$ cat src/rtl/flash_reader_if.sv
// flash_reader_if -- bundle of the read-request handshake, the word output
// stream and the single-bit SPI pins of flash_reader.
//   slave  : the reader itself (takes requests, drives SPI and data_o)
//   master : the requester / consumer side, which also sits on the flash pins
//   start, addr[23:0], num_words[15:0]  request (start is a 1-cycle pulse)
//   busy, done                          transaction status
//   data_o[31:0], data_valid, data_ready  word stream with valid/ready
//   flash_c, flash_sb, flash_d, flash_q   SPI clock, select (low), MOSI, MISO
interface flash_reader_if;
    logic        start;
    logic [23:0] addr;
    logic [15:0] num_words;
    logic        busy;
    logic        done;
    logic [31:0] data_o;
    logic        data_valid;
    logic        data_ready;
    logic        flash_c;
    logic        flash_sb;
    logic        flash_d;
    logic        flash_q;

    modport slave (
        input  start, addr, num_words, data_ready, flash_q,
        output busy, done, data_o, data_valid, flash_c, flash_sb, flash_d
    );

    modport master (
        output start, addr, num_words, data_ready, flash_q,
        input  busy, done, data_o, data_valid, flash_c, flash_sb, flash_d
    );
endinterface

$ cat src/rtl/flash_reader.sv
// flash_reader -- reads num_words 32-bit big-endian words from a SPI flash
// starting at byte address addr, using the plain READ command (0x03) in
// single-bit mode 0, and streams them out over a valid/ready port.
// Ports:
//   clk    system clock, rising edge
//   reset  asynchronous, active-high; aborts any transaction in flight
//   bus    flash_reader_if.slave (request, status, word stream, SPI pins)
// Parameters:
//   CLK_DIV       clk cycles per flash_c half-period (1..255)
//   DESEL_CYCLES  minimum clk cycles flash_sb stays high after a transaction
module flash_reader #(
    parameter int CLK_DIV      = 2,
    parameter int DESEL_CYCLES = 4
) (
    input logic           clk,
    input logic           reset,
    flash_reader_if.slave bus
);
    typedef enum logic [2:0] {IDLE, CMD, ADDR, DATA, STALL, DESEL} state_t;

    state_t      state;
    logic [15:0] cnt;         // half-period timer while clocking, deselect timer in DESEL
    logic [4:0]  bit_cnt;     // bits sampled, modulo 32 (cmd+addr is exactly one 32-bit frame)
    logic [31:0] sr;          // outgoing cmd/addr in CMD/ADDR, incoming word in DATA
    logic [15:0] words_left;

    logic phase_end;
    logic can_accept;
    logic last_word;
    logic word_done;
    logic word_xfer;

    assign phase_end  = (cnt == 16'(CLK_DIV - 1));
    assign can_accept = !bus.data_valid || bus.data_ready;
    assign last_word  = (words_left == 16'd1);
    // A word is complete at the falling edge that follows its 32nd sample;
    // handing it over there means flash_c is already low if we must stall.
    assign word_done  = (state == DATA) && phase_end && bus.flash_c && (bit_cnt == 5'd0);
    assign word_xfer  = can_accept && (word_done || state == STALL);

    always_ff @(posedge clk or posedge reset) begin
        if (reset) begin
            state          <= IDLE;
            cnt            <= '0;
            bit_cnt        <= '0;
            sr             <= '0;
            words_left     <= '0;
            bus.busy       <= 1'b0;
            bus.done       <= 1'b0;
            bus.data_o     <= '0;
            bus.data_valid <= 1'b0;
            bus.flash_c    <= 1'b0;
            bus.flash_sb   <= 1'b1;
            bus.flash_d    <= 1'b0;
        end else begin
            bus.done <= 1'b0;
            if (bus.data_valid && bus.data_ready)
                bus.data_valid <= 1'b0;

            case (state)
                IDLE: begin
                    if (bus.start && !bus.data_valid) begin
                        if (bus.num_words == 16'd0) begin
                            bus.done <= 1'b1;
                        end else begin
                            state        <= CMD;
                            bus.busy     <= 1'b1;
                            bus.flash_sb <= 1'b0;
                            sr           <= {8'h03, bus.addr};
                            bus.flash_d  <= 1'b0;   // MSB of 0x03
                            words_left   <= bus.num_words;
                            cnt          <= '0;
                            bit_cnt      <= '0;
                        end
                    end
                end

                CMD, ADDR, DATA: begin
                    if (!phase_end) begin
                        cnt <= cnt + 16'd1;
                    end else begin
                        cnt         <= '0;
                        bus.flash_c <= !bus.flash_c;
                        if (!bus.flash_c) begin
                            // rising edge: the flash latches flash_d, we take flash_q
                            bit_cnt <= bit_cnt + 5'd1;
                            if (state == DATA)
                                sr <= {sr[30:0], bus.flash_q};
                        end else if (state != DATA) begin
                            // falling edge: present the next outgoing bit
                            sr          <= {sr[30:0], 1'b0};
                            bus.flash_d <= sr[30];
                            if (state == CMD && bit_cnt == 5'd8)
                                state <= ADDR;
                            if (state == ADDR && bit_cnt == 5'd0) begin
                                state       <= DATA;
                                bus.flash_d <= 1'b0;
                            end
                        end else if (word_done && !can_accept) begin
                            state <= STALL;
                        end
                    end
                end

                STALL: begin
                    // restart the low phase from zero so it is never short
                    if (can_accept) begin
                        state <= DATA;
                        cnt   <= '0;
                    end
                end

                DESEL: begin
                    if (cnt == 16'(DESEL_CYCLES - 1)) begin
                        state    <= IDLE;
                        bus.done <= 1'b1;
                        bus.busy <= 1'b0;
                    end else begin
                        cnt <= cnt + 16'd1;
                    end
                end

                default: state <= IDLE;
            endcase

            if (word_xfer) begin
                bus.data_o     <= sr;
                bus.data_valid <= 1'b1;
                words_left     <= words_left - 16'd1;
                if (last_word) begin
                    state        <= DESEL;
                    bus.flash_sb <= 1'b1;
                    cnt          <= '0;
                end
            end
        end
    end
endmodule

$ cat src/flat_wrapper.sv
// flat-port wrapper written by rule: the top's interface ports become plain ports
module flash_reader_flat 
#(
    parameter int CLK_DIV      = 2,
    parameter int DESEL_CYCLES = 4
)
  (clk, reset, bus_start, bus_addr, bus_num_words, bus_data_ready, bus_flash_q, bus_busy, bus_done, bus_data_o, bus_data_valid, bus_flash_c, bus_flash_sb, bus_flash_d);
  flash_reader_if bus_i ();
  input logic clk;
  input logic reset;
  input wire logic [$bits(bus_i.start)-1:0] bus_start;
  input wire logic [$bits(bus_i.addr)-1:0] bus_addr;
  input wire logic [$bits(bus_i.num_words)-1:0] bus_num_words;
  input wire logic [$bits(bus_i.data_ready)-1:0] bus_data_ready;
  input wire logic [$bits(bus_i.flash_q)-1:0] bus_flash_q;
  output wire logic [$bits(bus_i.busy)-1:0] bus_busy;
  output wire logic [$bits(bus_i.done)-1:0] bus_done;
  output wire logic [$bits(bus_i.data_o)-1:0] bus_data_o;
  output wire logic [$bits(bus_i.data_valid)-1:0] bus_data_valid;
  output wire logic [$bits(bus_i.flash_c)-1:0] bus_flash_c;
  output wire logic [$bits(bus_i.flash_sb)-1:0] bus_flash_sb;
  output wire logic [$bits(bus_i.flash_d)-1:0] bus_flash_d;
  assign bus_i.start = bus_start;
  assign bus_i.addr = bus_addr;
  assign bus_i.num_words = bus_num_words;
  assign bus_i.data_ready = bus_data_ready;
  assign bus_i.flash_q = bus_flash_q;
  assign bus_busy = bus_i.busy;
  assign bus_done = bus_i.done;
  assign bus_data_o = bus_i.data_o;
  assign bus_data_valid = bus_i.data_valid;
  assign bus_flash_c = bus_i.flash_c;
  assign bus_flash_sb = bus_i.flash_sb;
  assign bus_flash_d = bus_i.flash_d;
  flash_reader #(.CLK_DIV(CLK_DIV), .DESEL_CYCLES(DESEL_CYCLES)) u_core (.clk(clk), .reset(reset), .bus(bus_i));
endmodule
$ cat config.mk
export PLATFORM = sky130hd
export DESIGN_NAME = flash_reader_flat
export DESIGN_NICKNAME = d
export VERILOG_FILES = /design/src/rtl/flash_reader_if.sv /design/src/rtl/flash_reader.sv /design/src/flat_wrapper.sv
export SDC_FILE = /design/constraint.sdc
export NUM_CORES = 1
export LEC_CHECK = 0
export BUFFER_PORTS_ARGS = -buffer_cell sky130_fd_sc_hd__clkbuf_2
export CAP_MARGIN = 40
export CORE_UTILIZATION = 36
export DETAILED_ROUTE_END_ITERATION = 10
export GPL_TIMING_DRIVEN = 0
export SLEW_MARGIN = 20
export SYNTH_ARGS = -nofsm -noshare
export SYNTH_HDL_FRONTEND = slang
export SYNTH_SLANG_ARGS = --single-unit
$ cat constraint.sdc
create_clock -name clk -period 8.2 [get_ports clk]
set_input_delay 2.46 -clock clk [delete_from_list [all_inputs] [get_ports clk]]
set_output_delay 2.46 -clock clk [all_outputs]
set_load 0.02 [all_outputs]
==> results of run 1 <==
==> critical path, cell delays in order <==
cell,delay [ps]
clkbuf_2,90
nor4_1,570
nand4_1,400
a22oi_2,410
buf_2,260
clkbuf_1,330
o21ai_0,150
o41ai_1,80
==> path summary, 6_finish.rpt <==
| kind | endpoint | slack, ps | cells past startpoint |
|---|---|---|---|
| max | u_core.sr[28] | 3710 | 8 |
| min | u_core.bus.flash_sb | 460 | 2 |
| max reg2reg | u_core.words_left[10] | 5170 | 10 |
| min reg2reg | u_core.bus.flash_sb | 460 | 2 |
| max in group asynchronous | u_core.bus.flash_sb | 5350 | 3 |
| min in group asynchronous | u_core.bus.data_o[19] | 2150 | 2 |
==> layout by cell type, fill, tap and decap left out, drive strengths merged, types with 12 or more instances in the layout <==
master / n
and3: 13
clkbuf: 114
dfrtp: 109
inv: 19
mux2: 55
nand2: 120
nand3: 12
nor2: 24
nor4: 15
o21ai: 20
==> state kept, by name, summed over array words and instances, names as in the netlist, 3 cells and up <==
signal             cells
u_core.bit_cnt         5
u_core.sr             32
u_core.state           3
u_core.cnt            16
u_core.bus.data_o     32
u_core.words_left     16
==> kinds of logic after synthesis <==
group                      Yosys count
buffers and inverters               46
xor gates and xnor gates             4
adders and majority gates            6
muxes                               57
DFF                                110
and+or+nand+nor                    240
AOI/OAI and AO/OA                   88
==> power by group through the flow <==
stage                     sequential (W)  clock, W  combinational [W]
after global placement          0.000800         0           0.000708
after floorplan                 0.000779         0           0.000560
after global routing            0.000823  0.000491           0.000825
final                           0.000800  0.000458           0.000731
after detailed placement        0.000807         0           0.000731
after CTS                       0.000797  0.000470           0.000735
==> area by class of cell <==
type / count / area, µm²
multi-input combinational: 395 / 2580
timing repair buffer: 84 / 445
fill: 1444 / 8250
inverter: 17 / 68.8
sequential: 110 / 2750
clock inverter: 7 / 80.1
buffer: 29 / 119
tap: 184 / 230
clock buffer: 9 / 225
==> routing by layer <==
layer	vias up	global-route usage [%]	part of all wire [%]
met5	-	0	0
met4	0	5.95	1.8
met3	17	4.59	4.9
met2	131	28.9	49
met1	2259	23.0	44
li1	2167	-	-
==> per-stage QoR <==
stage,cell area [µm²],hold WS [ps],utilization (%),worst slack [ps]
finish,6500,465,44.1,3710
global route,6500,478,44.1,3610
CTS,6500,470,44.1,3800
detailed placement,6200,455,42.0,3420
global placement,6160,454,41.7,1500
floorplan,5520,465,-,2840
==> flow_summary_export.csv, run 1 <==
group,metric,value,unit
run_status,status,"finished, final reports clean",
synth,post-synth-top-area-fraction,49.4,%
route,viasPerCell,5.48,
worst_setup_path,r2r_start,"u_core.bit_cnt[0]",
timing,rsz0062_at_grt,"false",
power,power_leakage,3.13,nW
worst_hold_path,holdCritPathClass,"flop to flop",
timing,fin_worst_skew,9.67,ps
global_route,grt-ovfl-total,0,
cells_and_area,nets,697,
power,power.internal,0.00123,W
worst_hold_path,hold_path.startpoint,"u_core.bus.flash_sb",
worst_setup_path,cp-start-kind,"primary input",
synth,ys_warn_count,0,
synth,ys_seq_area_share,49.9,%
clock_tree,htree_levels,3,
synth,yosys.area_share.xor_xnor,0.635,%
clock_tree,cts_resized,0,
synth,synth.distinct_cells,60,
timing,period_minus_slack,4490,ps
power,total_power,0.00199,W
cells_and_area,syn_to_final_growth,17.9,%
synth,synthArstFlopShare,100,%
synth,yosysTopAreaCell,"dfrtp_1",
global_route,grt_antenna_before_repair,0,
synth,ys.flop_type,"dfrtp_1",
power,power_frac_seq,40.2,%
worst_setup_path,worstSetupPathType,"primary input to flop",
timing,max_clock_freq,0.223,GHz
clock_tree,holdBufCountCts,0,
synth,synth_edf_count,0,
synth,synth_top_family_by_area,"simple AND/OR/NAND/NOR gates",
clock_tree,worstSkewPairLatency,360,ps
worst_setup_path,crit_path_max_fanout,10,
route,drt_iter0_markers,372,
timing,hold_violations,0,
cells_and_area,insertedDiodeCount,0,
synth,synth-compound-area-share,11.5,%
die,rows,44,
placed_design,dp_hpwl,9370,µm
synth,netlist_top_cells_count,"nand2_1, dfrtp_1, mux2_2",
power,combPwrFrac,36.7,%
clock_tree,path_clk_slew,80,ps
timing,relSlewSlack,46.5,%
synth,synthMostInstantiatedCell,"nand2_1",
synth,synth_nets,602,
route,route.detailed.drc,0,
placed_design,gp_congestion,0.839,
synth,synth_area,0.00552,mm²
die,initial_core_util,37.4,%
route,first_pass_iters,5,
global_route,grt_max_degree,61,
route,detail-route-antenna-nets,0,
die,pin_count,83,
power,power_switching,0.000758,W
route,wl_per_cell,15.9,µm
clock_tree,post_cts_buffers,0,
power,max-vdd-ir-drop,157,µV
cells_and_area,drive_above_1_share,26.4,%
worst_setup_path,cp-end-kind,"flop",
timing,worstMarginPinSlew,791,ps
global_route,grt_pass1_vias,4475,
worst_setup_path,crit_start,"bus_num_words[3]",
die,die_y,126,µm
synth,syn_avg_cell_area,10.0,µm²
timing,slew_viol_final,0,
synth,yosys-top-cells-area,"dfrtp_1, mux2_2, nand2_1",
timing,fin_crit_sh,54.8,%
die,die_w,126,µm
flow_run,cap_viol_max_count,0,
route,dr_total_vias,4574,
clock_tree,cts_tree,"done",
worst_setup_path,cp.required,8450,ps
placed_design,port_buffers,82,
worst_setup_path,cp.arrival,4740,ps
placed_design,dp.cells,819,
timing,fin_setup_tns,0,ps
power,sw_frac_of_total,38.1,%
global_route,grt.total_usage,17.7,%
clock_tree,cts_buffer_depth,2,
synth,synth_mux_area_share,11.6,%
power,powerDensity,306,mW/mm²
die,die_area,0.0158,mm²
cells_and_area,instances_no_fill,835,
route,wirelength,13200,µm
clock_tree,clock-sinks,110,
timing,setup_viol,0,
die,coreArea,0.0148,mm²
synth,synth.ff_latch_count,110,
synth,synthCells,551,
clock_tree,ctsRootBufferMaster,"clkbuf_16",
clock_tree,cts_made_buffers,9,
synth,synthSimpleGateAreaFrac,21.7,%
global_route,grt_first_pass_wirelength,22400,µm
power,clkPwrFrac,23.0,%
synth,synthAdderAreaFrac,1.36,%
(Power assumes the default switching activity.)
==> run 2, diff against run 1 <==
--- a/config.mk
+++ b/config.mk
@@ -5,6 +5,7 @@
 export SDC_FILE = /design/constraint.sdc
 export NUM_CORES = 1
 export LEC_CHECK = 0
+export ABC_AREA = 1
 export BUFFER_PORTS_ARGS = -buffer_cell sky130_fd_sc_hd__clkbuf_2
 export CAP_MARGIN = 40
 export CORE_UTILIZATION = 36
==> constraint.sdc (replaced) <==
create_clock -name clk -period 3.6 [get_ports clk]
set_input_delay 1.08 -clock clk [delete_from_list [all_inputs] [get_ports clk]]
set_output_delay 1.08 -clock clk [all_outputs]
set_load 0.02 [all_outputs]
==> run 2 against run 1 <==
Power increased by 16%. Worst setup slack got worse by 2300 ps. Cell count up 30%. Critical path depth up 4. Register-to-register slack worse by 3700 ps. Non-clock buffer count up 5. Sequential power rose by 54%. Combinational power shrank 89%. First-iteration DRC count down 8.3%. Sequential share of layout area shrank 3.2 points. Highest routed layer unchanged. Area after synthesis rose by 8.8%. Critical path type unchanged.
==> flow_summary_export.csv, run 2 <==
group,metric,value,unit
run_status,status,"finished, final reports clean",
clock_tree,clock-sinks,110,
worst_setup_path,cp.arrival,2490,ps
synth,post-synth-top-area-fraction,45.5,%
route,dr_total_vias,5228,
worst_setup_path,crit_path_top_delay_cell,"buf_2",
die,coreArea,0.0161,mm²
route,drt_iter0_markers,341,
synth,syn_avg_cell_area,7.81,µm²
power,clkPwrFrac,43.4,%
die,initial_core_util,37.4,%
timing,hold_violations,0,
route,detail-route-antenna-nets,0,
synth,yosysTopAreaCell,"dfrtp_1",
synth,ys_warn_count,0,
worst_setup_path,cp-end-kind,"flop",
worst_setup_path,cp_num_buf_inv,3,
clock_tree,post_cts_buffers,0,
cells_and_area,final_util,43.8,%
synth,synth_nets,819,
power,power_switching,0.000545,W
timing,fin_setup_tns,0,ps
clock_tree,ctsRootBufferMaster,"clkbuf_16",
power,power_frac_seq,53.3,%
synth,yosys-top-cells-area,"dfrtp_1, nand2_1, inv_1",
synth,synthMostInstantiatedCell,"nand2_1",
placed_design,dp_slack,949,ps
synth,synth.ff_latch_count,110,
die,pin_count,83,
power,power_leakage,3.53,nW
route,wirelength,14700,µm
clock_tree,worstSkewPairLatency,360,ps
route,wl_per_cell,13.6,µm
cells_and_area,final_common_cell,"nand2_1",
placed_design,dp_hpwl,10900,µm
worst_setup_path,slowest_delay,240,ps
worst_hold_path,hold_path.startpoint,"u_core.bus.flash_sb",
timing,rsz0062_at_grt,"false",
cells_and_area,largestRegisters,"u_core.bus.data_o (32), u_core.sr (32)",
worst_setup_path,worstSetupPathType,"primary input to flop",
power,max-vdd-ir-drop,219,µV
worst_hold_path,holdCritPathClass,"flop to flop",
worst_setup_path,cp_cell_sequence,"clkbuf_2 > nor2_1 > nand2_1 > nor2_1 > nand2_1 > nand2_4 > inv_1 > buf_2 > nand2_1 > nand2_1 > o21ai_1 > nand2_1",
timing,fin_worst_skew,7.42,ps
clock_tree,htree_levels,3,
route,viasPerCell,4.82,
global_route,grt.total_usage,18.1,%
cells_and_area,syn_to_final_growth,17.3,%
global_route,grt_antenna_before_repair,0,
synth,synth.distinct_cells,36,
clock_tree,holdBufCountCts,0,
global_route,grt_max_degree,32,
die,rows,46,
worst_setup_path,r2r-end,"u_core.words_left[1]",
placed_design,port_buffers,82,
worst_setup_path,r2r_start,"u_core.bit_cnt[0]",
placed_design,gp_congestion,0.845,
synth,synth_edf_count,0,
timing,relSlewSlack,54.4,%
flow_run,cap_viol_max_count,0,
worst_setup_path,cp-start-kind,"primary input",
die,die_y,131,µm
route,route.detailed.drc,0,
synth,ys.flop_type,"dfrtp_1",
timing,worstMarginPinSlew,682,ps
worst_setup_path,cp.required,3850,ps
timing,fin_crit_sh,62.2,%
synth,synthArstFlopShare,100,%
synth,ys_seq_area_share,45.9,%
cells_and_area,layout_common_cells,"nand2_1, dfrtp_1, clkbuf_2, inv_1, nor2_1",
power,total_power,0.00232,W
worst_setup_path,crit_path_max_fanout,10,
timing,setup_viol,0,
clock_tree,cts_buffer_depth,2,
worst_hold_path,hold_path_end,"u_core.bus.flash_sb",
clock_tree,cts_resized,0,
route,first_pass_iters,5,
power,combPwrFrac,3.3,%
timing,timing.final.ws_setup,1360,ps
global_route,grt-ovfl-total,0,
synth,synthCells,768,
global_route,grt_pass1_vias,5038,
worst_setup_path,rr_worst_depth,13,
cells_and_area,fillers,1639,
die,die_w,131,µm
worst_setup_path,r2r_setup_slack,1470,ps
cells_and_area,insertedDiodeCount,0,
cells_and_area,nets,915,
worst_setup_path,crit_family,"simple AND/OR/NAND/NOR gates",
timing,max_clock_freq,0.446,GHz
synth,netlist_top_cells_count,"nand2_1, dfrtp_1, inv_1",
cells_and_area,drive_above_1_share,20.4,%
die,die_area,0.0172,mm²
clock_tree,cts_made_buffers,9,
power,power.internal,0.00177,W
synth,synth_area,0.00600,mm²
power,sw_frac_of_total,23.5,%
power,powerDensity,329,mW/mm²
worst_setup_path,crit_top_cell,"nand2_1",
clock_tree,path_clk_slew,70,ps
worst_hold_path,worstHoldPathCells,2,
timing,slew_viol_final,0,
global_route,grt_first_pass_wirelength,25200,µm
timing,period_minus_slack,2240,ps
clock_tree,cts_tree,"done",
run 2: cell types whose count changed in the layout (fill, tap and decap cells not counted), sizes merged, moves of 12 or more:
cell    change
clkbuf     -12
inv        +68
o21ai      +98
xor2       +17
mux2       -55
nand3      +41
nor2       +49
and3       -13
nand2     +101
buf        +19
nor4       -14
run 2: worst reg2reg max path: stages, from the launching register on:
cell and delay (ps):
dfrtp_1 400, inv_1 100, ha_1 150, inv_1 40, nor2_1 120, nand2_1 100, nor3_1 250, nand2_1 120
nand2_2 110, nand2_1 80, buf_6 150, buf_2 210, nand3_1 110, o211ai_2 80
run 2: kinds of logic after synthesis:
family	share of synthesized area (%)
AO/OA/AOI/OAI	14.8
XOR/XNOR	2.77
adder cells (fa/ha/maj)	1.25
buffers and inverters	8.97
flip-flops	45.9
AND/OR/NAND/NOR	26.3
run 2: cell type report:
type,count,area (µm²),area share [%]
buffer,33,219,3.11
clock buffer,11,243,3.45
clock inverter,5,52.6,0.746
inverter,85,323,4.59
multi-input combinational,540,2710,38.5
sequential,110,2750,39.1
tap,216,270,3.84
timing repair buffer,85,470,6.68
run 2: per-layer routing:
| metal | wire (µm) | share of wire [%] | global-route usage [%] |
|---|---|---|---|
| met5 | 0 | 0 | 0 |
| met4 | 111 | 0.75 | 3.66 |
| met3 | 718 | 4.9 | 4.67 |
| met2 | 6760 | 46 | 28.8 |
| met1 | 7110 | 48 | 24.7 |
run 2: worst max path at each step:
stage                           from                    end  slack [ps]  cells past startpoint
finish              bus_num_words[8]  u_core.words_left[13]        1360                     12
global placement               reset          u_core.cnt[7]         350                      2
CTS                 bus_num_words[8]  u_core.words_left[13]        1340                     12
detailed placement  bus_num_words[8]  u_core.words_left[13]         950                     12
floorplan                      reset      u_core.bit_cnt[0]        1190                      1
global route        bus_num_words[1]      u_core.bit_cnt[0]        1140                     10
run 2: power groups by stage:
stage / combinational [W] / clock (W) / sequential, W
3_3_place_gp: 0.0000716 / 0 / 0.00126
4_1_cts: 0.0000800 / 0.00104 / 0.00123
5_1_grt: 0.0000894 / 0.00107 / 0.00123
6_report: 0.0000775 / 0.00100 / 0.00123
2_1_floorplan: 0.0000325 / 0 / 0.00126
3_5_place_dp: 0.0000799 / 0 / 0.00126
run 2: through the flow:
step / instance area (µm²) / hold slack (ps) / cells
2_1_floorplan: 6000 / 455 / 768
3_3_place_gp: 6690 / 460 / 1066
3_5_place_dp: 6750 / 473 / 1069
4_1_cts: 7040 / 488 / 1085
5_1_grt: 7040 / 509 / 1085
6_report: 7040 / 484 / 1085
